File: config.mk
export PLATFORM = sky130hd
export DESIGN_NAME = cmd_pad_sequencer_flat
export DESIGN_NICKNAME = d
export VERILOG_FILES = /design/src/rtl/cmd_pad_sequencer_if.sv /design/src/rtl/cmd_pad_sequencer.sv /design/src/flat_wrapper.sv
export SDC_FILE = /design/constraint.sdc
export NUM_CORES = 1
export LEC_CHECK = 0
export ABC_AREA = 1
export CORE_ASPECT_RATIO = 1.25
export CORE_MARGIN = 4
export CORE_UTILIZATION = 40
export DETAILED_ROUTE_END_ITERATION = 16
export DONT_BUFFER_PORTS = 1
export SYNTH_ARGS = -nofsm -noshare
export SYNTH_HDL_FRONTEND = slang
export SYNTH_SLANG_ARGS = --single-unit
File: constraint.sdc
create_clock -name sd_clock -period 1.9 [get_ports sd_clock]
set_clock_uncertainty 0.15 [all_clocks]
set_input_delay 0.38 -clock sd_clock [delete_from_list [all_inputs] [get_ports sd_clock]]
set_output_delay 0.38 -clock sd_clock [all_outputs]
set_load 0.03 [all_outputs]
File: src/rtl/cmd_pad_sequencer_if.sv
// cmd_pad_sequencer_if: command, status and CMD-pad signal bundle around the pad sequencer
interface cmd_pad_sequencer_if #(
  parameter int CMD_BITS = 48,
  parameter int RESP_BITS = 48
);
  logic strobe_in;
  logic expect_resp;
  logic [CMD_BITS-1:0] cmd_in;
  logic pad_output_input;
  logic pad_enable;
  logic pad_data_in;
  logic pad_data_out;
  logic busy;
  logic done;
  logic timeout_err;
  logic end_err;
  logic [RESP_BITS-1:0] resp_out;
  modport slave (
    input strobe_in, expect_resp, cmd_in, pad_data_out,
    output pad_output_input, pad_enable, pad_data_in, busy, done, timeout_err, end_err, resp_out
  );
  modport master (
    output strobe_in, expect_resp, cmd_in, pad_data_out,
    input pad_output_input, pad_enable, pad_data_in, busy, done, timeout_err, end_err, resp_out
  );
endinterface

File: src/rtl/cmd_pad_sequencer.sv
// cmd_pad_sequencer: serializes a CMD frame MSB first onto the SD pad, turns the pad around and captures the response
module cmd_pad_sequencer #(
  parameter int CMD_BITS = 48,
  parameter int RESP_BITS = 48,
  parameter int TIMEOUT = 64,
  parameter int TO_W = 7
) (
  input logic sd_clock,
  input logic reset,
  cmd_pad_sequencer_if.slave bus
);
  localparam int CW = $clog2((CMD_BITS > RESP_BITS) ? CMD_BITS : RESP_BITS);
  typedef enum logic [2:0] {IDLE, SEND, WAIT_START, RECEIVE, DONE} state_t;
  state_t state;
  logic [CMD_BITS-1:0] cmd_sh;
  logic [RESP_BITS-2:0] resp_sh;
  logic [CW-1:0] cnt;
  logic [TO_W-1:0] to_cnt;
  logic exp_r;
  assign bus.pad_enable = 1'b1;
  always_ff @(posedge sd_clock) begin
    if (reset) begin
      state <= IDLE;
      cmd_sh <= '0;
      resp_sh <= '0;
      cnt <= '0;
      to_cnt <= '0;
      exp_r <= 1'b0;
      bus.pad_output_input <= 1'b1;
      bus.pad_data_in <= 1'b1;
      bus.busy <= 1'b0;
      bus.done <= 1'b0;
      bus.timeout_err <= 1'b0;
      bus.end_err <= 1'b0;
      bus.resp_out <= '0;
    end else begin
      bus.done <= 1'b0;
      case (state)
        IDLE: if (bus.strobe_in) begin
          state <= SEND;
          cmd_sh <= {bus.cmd_in[CMD_BITS-2:0], 1'b1};
          exp_r <= bus.expect_resp;
          cnt <= CW'(CMD_BITS - 1);
          bus.pad_data_in <= bus.cmd_in[CMD_BITS-1];
          bus.busy <= 1'b1;
          bus.timeout_err <= 1'b0;
          bus.end_err <= 1'b0;
          bus.resp_out <= '0;
        end
        SEND: if (cnt == '0) begin
          state <= exp_r ? WAIT_START : DONE;
          bus.pad_data_in <= 1'b1;
          bus.pad_output_input <= ~exp_r;
          bus.done <= ~exp_r;
          to_cnt <= '0;
        end else begin
          bus.pad_data_in <= cmd_sh[CMD_BITS-1];
          cmd_sh <= cmd_sh << 1;
          cnt <= cnt - 1'b1;
        end
        WAIT_START: if (!bus.pad_data_out) begin
          state <= RECEIVE;
          resp_sh <= {resp_sh[RESP_BITS-3:0], 1'b0};
          cnt <= CW'(RESP_BITS - 1);
        end else if (to_cnt == TO_W'(TIMEOUT - 1)) begin
          state <= DONE;
          bus.timeout_err <= 1'b1;
          bus.done <= 1'b1;
          bus.pad_output_input <= 1'b1;
        end else begin
          to_cnt <= to_cnt + 1'b1;
        end
        RECEIVE: begin
          resp_sh <= {resp_sh[RESP_BITS-3:0], bus.pad_data_out};
          cnt <= cnt - 1'b1;
          if (cnt == CW'(1)) begin
            state <= DONE;
            bus.resp_out <= {resp_sh, bus.pad_data_out};
            bus.end_err <= ~bus.pad_data_out;
            bus.done <= 1'b1;
            bus.pad_output_input <= 1'b1;
          end
        end
        DONE: begin
          state <= IDLE;
          bus.busy <= 1'b0;
        end
        default: state <= IDLE;
      endcase
    end
  end
endmodule
File: src/flat_wrapper.sv
// flat-port wrapper written by rule: the top's interface ports become plain ports
module cmd_pad_sequencer_flat 
#(
  parameter int CMD_BITS = 48,
  parameter int RESP_BITS = 48,
  parameter int TIMEOUT = 64,
  parameter int TO_W = 7
)
  (sd_clock, reset, bus_strobe_in, bus_expect_resp, bus_cmd_in, bus_pad_data_out, bus_pad_output_input, bus_pad_enable, bus_pad_data_in, bus_busy, bus_done, bus_timeout_err, bus_end_err, bus_resp_out);
  cmd_pad_sequencer_if #(.CMD_BITS(CMD_BITS), .RESP_BITS(RESP_BITS)) bus_i ();
  input logic sd_clock;
  input logic reset;
  input wire logic [$bits(bus_i.strobe_in)-1:0] bus_strobe_in;
  input wire logic [$bits(bus_i.expect_resp)-1:0] bus_expect_resp;
  input wire logic [$bits(bus_i.cmd_in)-1:0] bus_cmd_in;
  input wire logic [$bits(bus_i.pad_data_out)-1:0] bus_pad_data_out;
  output wire logic [$bits(bus_i.pad_output_input)-1:0] bus_pad_output_input;
  output wire logic [$bits(bus_i.pad_enable)-1:0] bus_pad_enable;
  output wire logic [$bits(bus_i.pad_data_in)-1:0] bus_pad_data_in;
  output wire logic [$bits(bus_i.busy)-1:0] bus_busy;
  output wire logic [$bits(bus_i.done)-1:0] bus_done;
  output wire logic [$bits(bus_i.timeout_err)-1:0] bus_timeout_err;
  output wire logic [$bits(bus_i.end_err)-1:0] bus_end_err;
  output wire logic [$bits(bus_i.resp_out)-1:0] bus_resp_out;
  assign bus_i.strobe_in = bus_strobe_in;
  assign bus_i.expect_resp = bus_expect_resp;
  assign bus_i.cmd_in = bus_cmd_in;
  assign bus_i.pad_data_out = bus_pad_data_out;
  assign bus_pad_output_input = bus_i.pad_output_input;
  assign bus_pad_enable = bus_i.pad_enable;
  assign bus_pad_data_in = bus_i.pad_data_in;
  assign bus_busy = bus_i.busy;
  assign bus_done = bus_i.done;
  assign bus_timeout_err = bus_i.timeout_err;
  assign bus_end_err = bus_i.end_err;
  assign bus_resp_out = bus_i.resp_out;
  cmd_pad_sequencer #(.CMD_BITS(CMD_BITS), .RESP_BITS(RESP_BITS), .TIMEOUT(TIMEOUT), .TO_W(TO_W)) u_core (.sd_clock(sd_clock), .reset(reset), .bus(bus_i));
endmodule
=== Word-level counts from Yosys, hierarchy flattened ===
Cells that the tools add are included.
Widths: inputs -> output; s select.

* Equality and inequality tests: 15
* Magnitude comparators: 0
* Div/mod/pow operators: 0
* Reductions and logical operators: 21
* $mul: 0
* Mux-type cells: 42
* Shift operators: 0
* $add $sub $neg: 2
* Bitwise gates (word level): 2

{| class="wikitable"
|+ Operators with widths
! operator !! count
|-
| $mux 48 || 4
|-
| $pmux 48 s2 || 2
|-
| $pmux 47 s2 || 1
|-
| $mux 47 || 1
|-
| $pmux 6 s4 || 1
|-
| $mux 7 || 3
|-
| $mux 3 || 6
|-
| $mux 6 || 3
|-
| $reduce_and 4->1 || 4
|-
| $pmux 7 s2 || 1
|-
| $mux 1 || 13
|-
| $pmux 3 s4 || 1
|-
| $reduce_bool 2->1 || 6
|-
| $ne 2x2->1 const B || 5
|-
| $pmux 1 s2 || 4
|-
| $reduce_and 2->1 || 4
|-
| $add 7x1->7 const B || 1
|-
| $eq 7x6->1 const B || 1
|-
| $eq 3x2->1 const B || 2
|-
| $eq 6x1->1 const B || 1
|-
| $logic_not 6->1 || 1
|-
| $ne 2x1->1 const B || 3
|-
| $pmux 1 s3 || 2
|-
| $reduce_and 3->1 || 2
|-
| other kinds (9) || 10
|}

* ROM bits: 0
* Memories kept: 0
* RAM bits: 0
* Bits in latches: 0
* Word-level logic and storage cells: 95
* Register bits: 166

=== Longest topological paths before layout ===
Gate-level depths: netlist (run 1).

* Depth in word-level cells: 4
* Mapped depth: 11
* Mapped depth without buffers: 9

=== Least setup slack after synthesis (run 1) ===
OpenSTA, ideal clock, no wires.

* Path type: reg2reg
* Start point: register u_core.cnt[0]
* End point: register u_core.cmd_sh[10]
* Period minus slack after synthesis: 1678 ps
* Data arrival time: 1411 ps
* Path slack: 222 ps
* Data required time: 1634 ps
* Cell stages (with the launch flop): 9
* Cell sequence: dfxtp_1 > inv_1 > ha_1 > nand3_1 > nand2_2 > nand2_1 > buf_4 > buf_6 > o211a_1

* Longest elaborated chain between the ends: 3

{| class="wikitable"
|+ Ends and longest elaborated chain
! item !! line !! RTL
|-
| start: declaration || cmd_pad_sequencer.sv:17 || <nowiki>logic [CW-1:0] cnt;</nowiki>
|-
| start signal: assignment || cmd_pad_sequencer.sv:43 || <nowiki>cnt <= CW'(CMD_BITS - 1);</nowiki>
|-
| start signal: assignment || cmd_pad_sequencer.sv:59 || <nowiki>cnt <= cnt - 1'b1;</nowiki>
|-
| start signal: assignment || cmd_pad_sequencer.sv:64 || <nowiki>cnt <= CW'(RESP_BITS - 1);</nowiki>
|-
| $logic_not 6->1 || cmd_pad_sequencer.sv:50 || <nowiki>SEND: if (cnt == '0) begin</nowiki>
|-
| $ne 2x2->1 (no line) || -- ||
|-
| $reduce_and 3->1 (no line) || -- ||
|-
| end signal: assignment || cmd_pad_sequencer.sv:41 || <nowiki>cmd_sh <= {bus.cmd_in[CMD_BITS-2:0], 1'b1};</nowiki>
|-
| end signal: assignment || cmd_pad_sequencer.sv:58 || <nowiki>cmd_sh <= cmd_sh << 1;</nowiki>
|-
| end: declaration || cmd_pad_sequencer.sv:15 || <nowiki>logic [CMD_BITS-1:0] cmd_sh;</nowiki>
|}

No other way between the ends.
A chain may end at the register's enable or synchronous reset.

=== Worst setup path after layout (run 1) ===
* Start point: register u_core.state[1]
* End point: register u_core.bus.resp_out[15]

* Longest elaborated chain between the ends: 3
* Elaborated cells between the ends (all ways): 7
* Those cells by class: eq/ne (3); mux (1); reduce/logical (3)

{| class="wikitable"
|+ Ends and longest elaborated chain
! item !! line !! RTL
|-
| start: declaration || cmd_pad_sequencer.sv:14 || <nowiki>state_t state;</nowiki>
|-
| start signal: assignment || cmd_pad_sequencer.sv:51 || <nowiki>state <= exp_r ? WAIT_START : DONE;</nowiki>
|-
| $eq 3x2->1 or $logic_not 3->1 (tied branches) || cmd_pad_sequencer.sv:38 || <nowiki>case (state)</nowiki>
|-
| $ne 2x1->1 (no line), or another cell as far along || -- ||
|-
| $reduce_and 3->1 (no line) || -- ||
|-
| end signal: assignment || cmd_pad_sequencer.sv:78 || <nowiki>bus.resp_out <= {resp_sh, bus.pad_data_out};</nowiki>
|-
| end: declaration || cmd_pad_sequencer_if.sv:20 || <nowiki>output pad_output_input, pad_enable, pad_data_in, busy, done, timeout_err, end_err, resp_out</nowiki>
|}

Several ways; a longest one is shown, not always the timed one.

==> run_results.csv, run 1 <==
group,metric,value,unit
synthesis,syn_inst,888,
synthesis,ys_warn_count,0,
pwr,vdd_ir_drop_max,0.000728,V
setup_path,reg2reg_from,"u_core.state[1]$_SDFFE_PP0P_",
placed_design,place_ws,0.0530,ns
placed_design,numPortBuffers,0,
setup_path,worst-path-buf-inv,4,
timing,post-route-period-util,93.5,%
run,drv_cap,0,
setup_path,crit_arrival,1.94,ns
timing,tightest_slew,0.592,ns
global_routing,met1_usage,21.0,%
min_path,hp-class,"in -> reg",
route,drtPass1Iterations,4,
synthesis,avgSynthCellArea,7.69,um^2
global_routing,grt_pass1_vias,5367,
floorplan,fp.dieArea,0.0192,mm^2
final_layout,fill_cells,1685,
timing,drv_slew,0,
final_layout,final_layout_size_suffix_gt1_share,10.2,%
route,wl_per_cell,14.1,um
route,via_count,5730,
route,drt-total-wl,15700,um
synthesis,synth_nets,944,
global_routing,grt_max_degree,65,
min_path,worstHoldStart,"bus_expect_resp",
placed_design,postPlaceCellArea,0.00710,mm^2
global_routing,met3_usage,5.35,%
setup_path,cp_cell_sequence,"buf_4 -> nand2_2 -> nor2_4 -> inv_2 -> nor2_4 -> nor2_4 -> buf_12 -> buf_12 -> a21oi_1 -> nor2_1",
global_routing,grt_pass1_wl,26400,um
setup_path,start_kind,"register",
floorplan,die_x,125,um
synthesis,ys_ff_latch,166,
synthesis,ys_types,29,
final_layout,nets,933,
min_path,worst_hold_path.endpoint,"u_core.exp_r$_SDFFE_PP0P_",
pwr,power_density,1620,mW/mm^2
floorplan,design.core.area,0.0168,mm^2
route,antenna_left,0,
route,drcViolationCount,0,
final_layout,finish.instance_area,0.00783,mm^2
timing,max_freq,0.563,GHz
setup_path,path_depth,10,
setup_path,cp_slowest_stage_delay,0.36,ns
global_routing,busiest_layer,"met2",
floorplan,std_cell_rows,53,
setup_path,cpMaxStageDelayCell,"dfxtp_1",
global_routing,grt_overflow,0,
cts,root_buffer,"clkbuf_16",
cts,clockBufferDepth,2,
cts,h-tree-depth,4,
floorplan,start_util,40.7,%
global_routing,antenna_found_initial,0,
cts,cts_tree,"yes",
synthesis,syn-cell-area,0.00683,mm^2
synthesis,netlist.top_cell.by_area,"dfxtp_1",
global_routing,grt_use_total,16.2,%
setup_path,worst-r2r-cell-count,10,
route,dr.first_iter.drc_count,296,
placed_design,place_congestion,0.875,
timing,hold_violations,0,
synthesis,yosysTopAreaCellShare,48.7,%
global_routing,grt.met2_usage,25.7,%
timing,setup_viol,0,
cts,path_clk_slew,0.07,ns
setup_path,critPathTopFamily,"buffers and inverters",
synthesis,ys_seq_area_share,48.7,%
final_layout,syn2layout_area_growth,14.7,%
final_layout,antennaDiodeCount,0,
floorplan,die_h,154,um
cts,cts.sinks,166,
setup_path,endpoint_kind,"register",
placed_design,hpwl,9900,um
synthesis,ys_top_cells_by_area,"dfxtp_1, nor2_1, nand2_1, o21ai_0, o211a_1",
setup_path,crit_required,2.07,ns
route,routed_via_density,5.16,
status,status,"finished, final reports clean",
timing,fin_ws,0.123,ns
setup_path,reg2reg_slack,0.12,ns
pwr,p_leak,0.00372,uW
floorplan,ios,108,
timing,slew-limit-headroom,60.4,%
setup_path,cp_common_cell,"nor2_4",
setup_path,crit_type,"reg -> reg",
cts,numCtsBuffers,17,
min_path,hold_path_depth,2,
cts,worstSkewPairLatency,0.42,ns
timing,final.min_clock_period,1.78,ns
setup_path,startpoint,"u_core.state[1]$_SDFFE_PP0P_",
setup_path,critPathMaxFanout,31,
setup_path,r2r-end,"u_core.bus.resp_out[15]$_SDFFE_PP0P_",
==> worst max-delay path by stage <==
stage                                                       to  slack (ns)
final                     u_core.bus.resp_out[15]$_SDFFE_PP0P_        0.12
after global routing      u_core.bus.resp_out[24]$_SDFFE_PP0P_      -0.004
after CTS                       u_core.cmd_sh[30]$_SDFFE_PP0P_        0.05
after detailed placement        u_core.cmd_sh[35]$_SDFFE_PP0P_        0.05
after global placement          u_core.cmd_sh[30]$_SDFFE_PP0P_        0.08
after floorplan                 u_core.cmd_sh[10]$_SDFFE_PP0P_        0.22
==> flip-flops by register name, indices dropped and copies added (netlist names) <==
register,count
u_core.bus.pad_output_input,1
u_core.bus.pad_data_in,1
u_core.bus.done,1
u_core.resp_sh,47
u_core.state,3
u_core.exp_r,1
u_core.to_cnt,7
u_core.bus.end_err,1
u_core.cnt,6
u_core.bus.busy,1
u_core.cmd_sh,48
u_core.bus.resp_out,48
u_core.bus.timeout_err,1
==> synthesized netlist by cell type, drive strengths merged <==
| master | count |
|---|---|
| nor2 | 177 |
| inv | 28 |
| nand4 | 2 |
| or2 | 1 |
| nor3 | 1 |
| buf | 33 |
| clkbuf | 30 |
| nand2 | 151 |
| a21oi | 68 |
| o211a | 47 |
| xor2 | 3 |
| conb | 1 |
| o21ai | 107 |
| xnor2 | 1 |
| nand3 | 68 |
| o21bai | 1 |
| dfxtp | 166 |
| ha | 3 |
==> cell families after synthesis <==
| family | synth area share, % |
|---|---|
| buf+inv | 6.43 |
| simple gates | 23.9 |
| flops | 48.7 |
| fa+ha+maj | 0.550 |
| compound gates | 19.8 |
| xor+xnor | 0.513 |
| other cells | 0.0549 |
==> metal layers <==
metal / up-vias / part of all wire [%]
met5: - / 0
met4: 0 / 1.6
met3: 23 / 5.8
met2: 132 / 46
met1: 2638 / 47
li1: 2937 / -
==> final cells by class <==
type,instances,area [um^2],share of cell area [%]
Inverter,28,108,1.37
Clock inverter,14,143,1.82
Clock buffer,18,429,5.48
Multi-Input combinational cell,631,3130,40.0
Sequential cell,166,3320,42.5
Tap cell,220,275,3.52
Timing Repair Buffer,33,414,5.29
==> cell usage in the layout, fill, tap and decap left out, types with 2 or more instances in the layout <==
cell type and instances:
o21ai_1 10, buf_12 11, nor2_2 6, nand2_1 146, clkinv_4 3, a21oi_2 4
o21ai_0 97, buf_4 17, clkinv_2 2, ha_1 3, xor2_1 3, clkbuf_16 18
nand2_4 2, dlygate4sd3_1 3, nand4_1 2, dfxtp_1 165, nor2_1 167, a21oi_1 64
nand3_1 67, inv_1 20, nor2_4 4, nand2_2 2, inv_6 4, inv_2 7
inv_8 3, o211a_1 47
==> repair_timing <==
action | 4_1_cts | 5_1_grt
buffers inserted | 0 | 3
hold endpoints to repair | 14 | 0
setup endpoints to repair | 0 | 143
resized for setup | 0 | 16
hold buffers | 3 | 0
==> per-stage QoR <==
stage                     hold slack, ns  setup TNS [ns]  utilization [%]  instances  total power (uW)
final                             0.0332               0             46.7       1110             12600
after global routing              0.0240        -0.00915             46.7       1110             13600
after CTS                        0.00769               0             45.9       1106             12600
after detailed placement           0.304               0             42.3       1071              9150
after global placement             0.298               0             42.3       1071              9110
after floorplan                    0.285               0                -        888              8260
==> where the power goes <==
part           internal [uW]  leakage, uW  switching, uW  total, uW
Combinational           1510      0.00208           2190       3700
Clock                   1850     0.000281           1510       3350
Sequential              4440      0.00136           1150       5590
Total                   7790      0.00372           4850      12600
Note: power is estimated with default switching activity, not from simulation.
==> run 2: changes to the inputs <==
--- a/config.mk
+++ b/config.mk
@@ -11,6 +11,7 @@
 export CORE_UTILIZATION = 40
 export DETAILED_ROUTE_END_ITERATION = 16
 export DONT_BUFFER_PORTS = 1
+export SLEW_MARGIN = 20
 export SYNTH_ARGS = -nofsm -noshare
 export SYNTH_HDL_FRONTEND = slang
 export SYNTH_SLANG_ARGS = --single-unit
==> results of run 2 <==
Same layout as run 1: the final DEF is identical, and so are final timing and power.
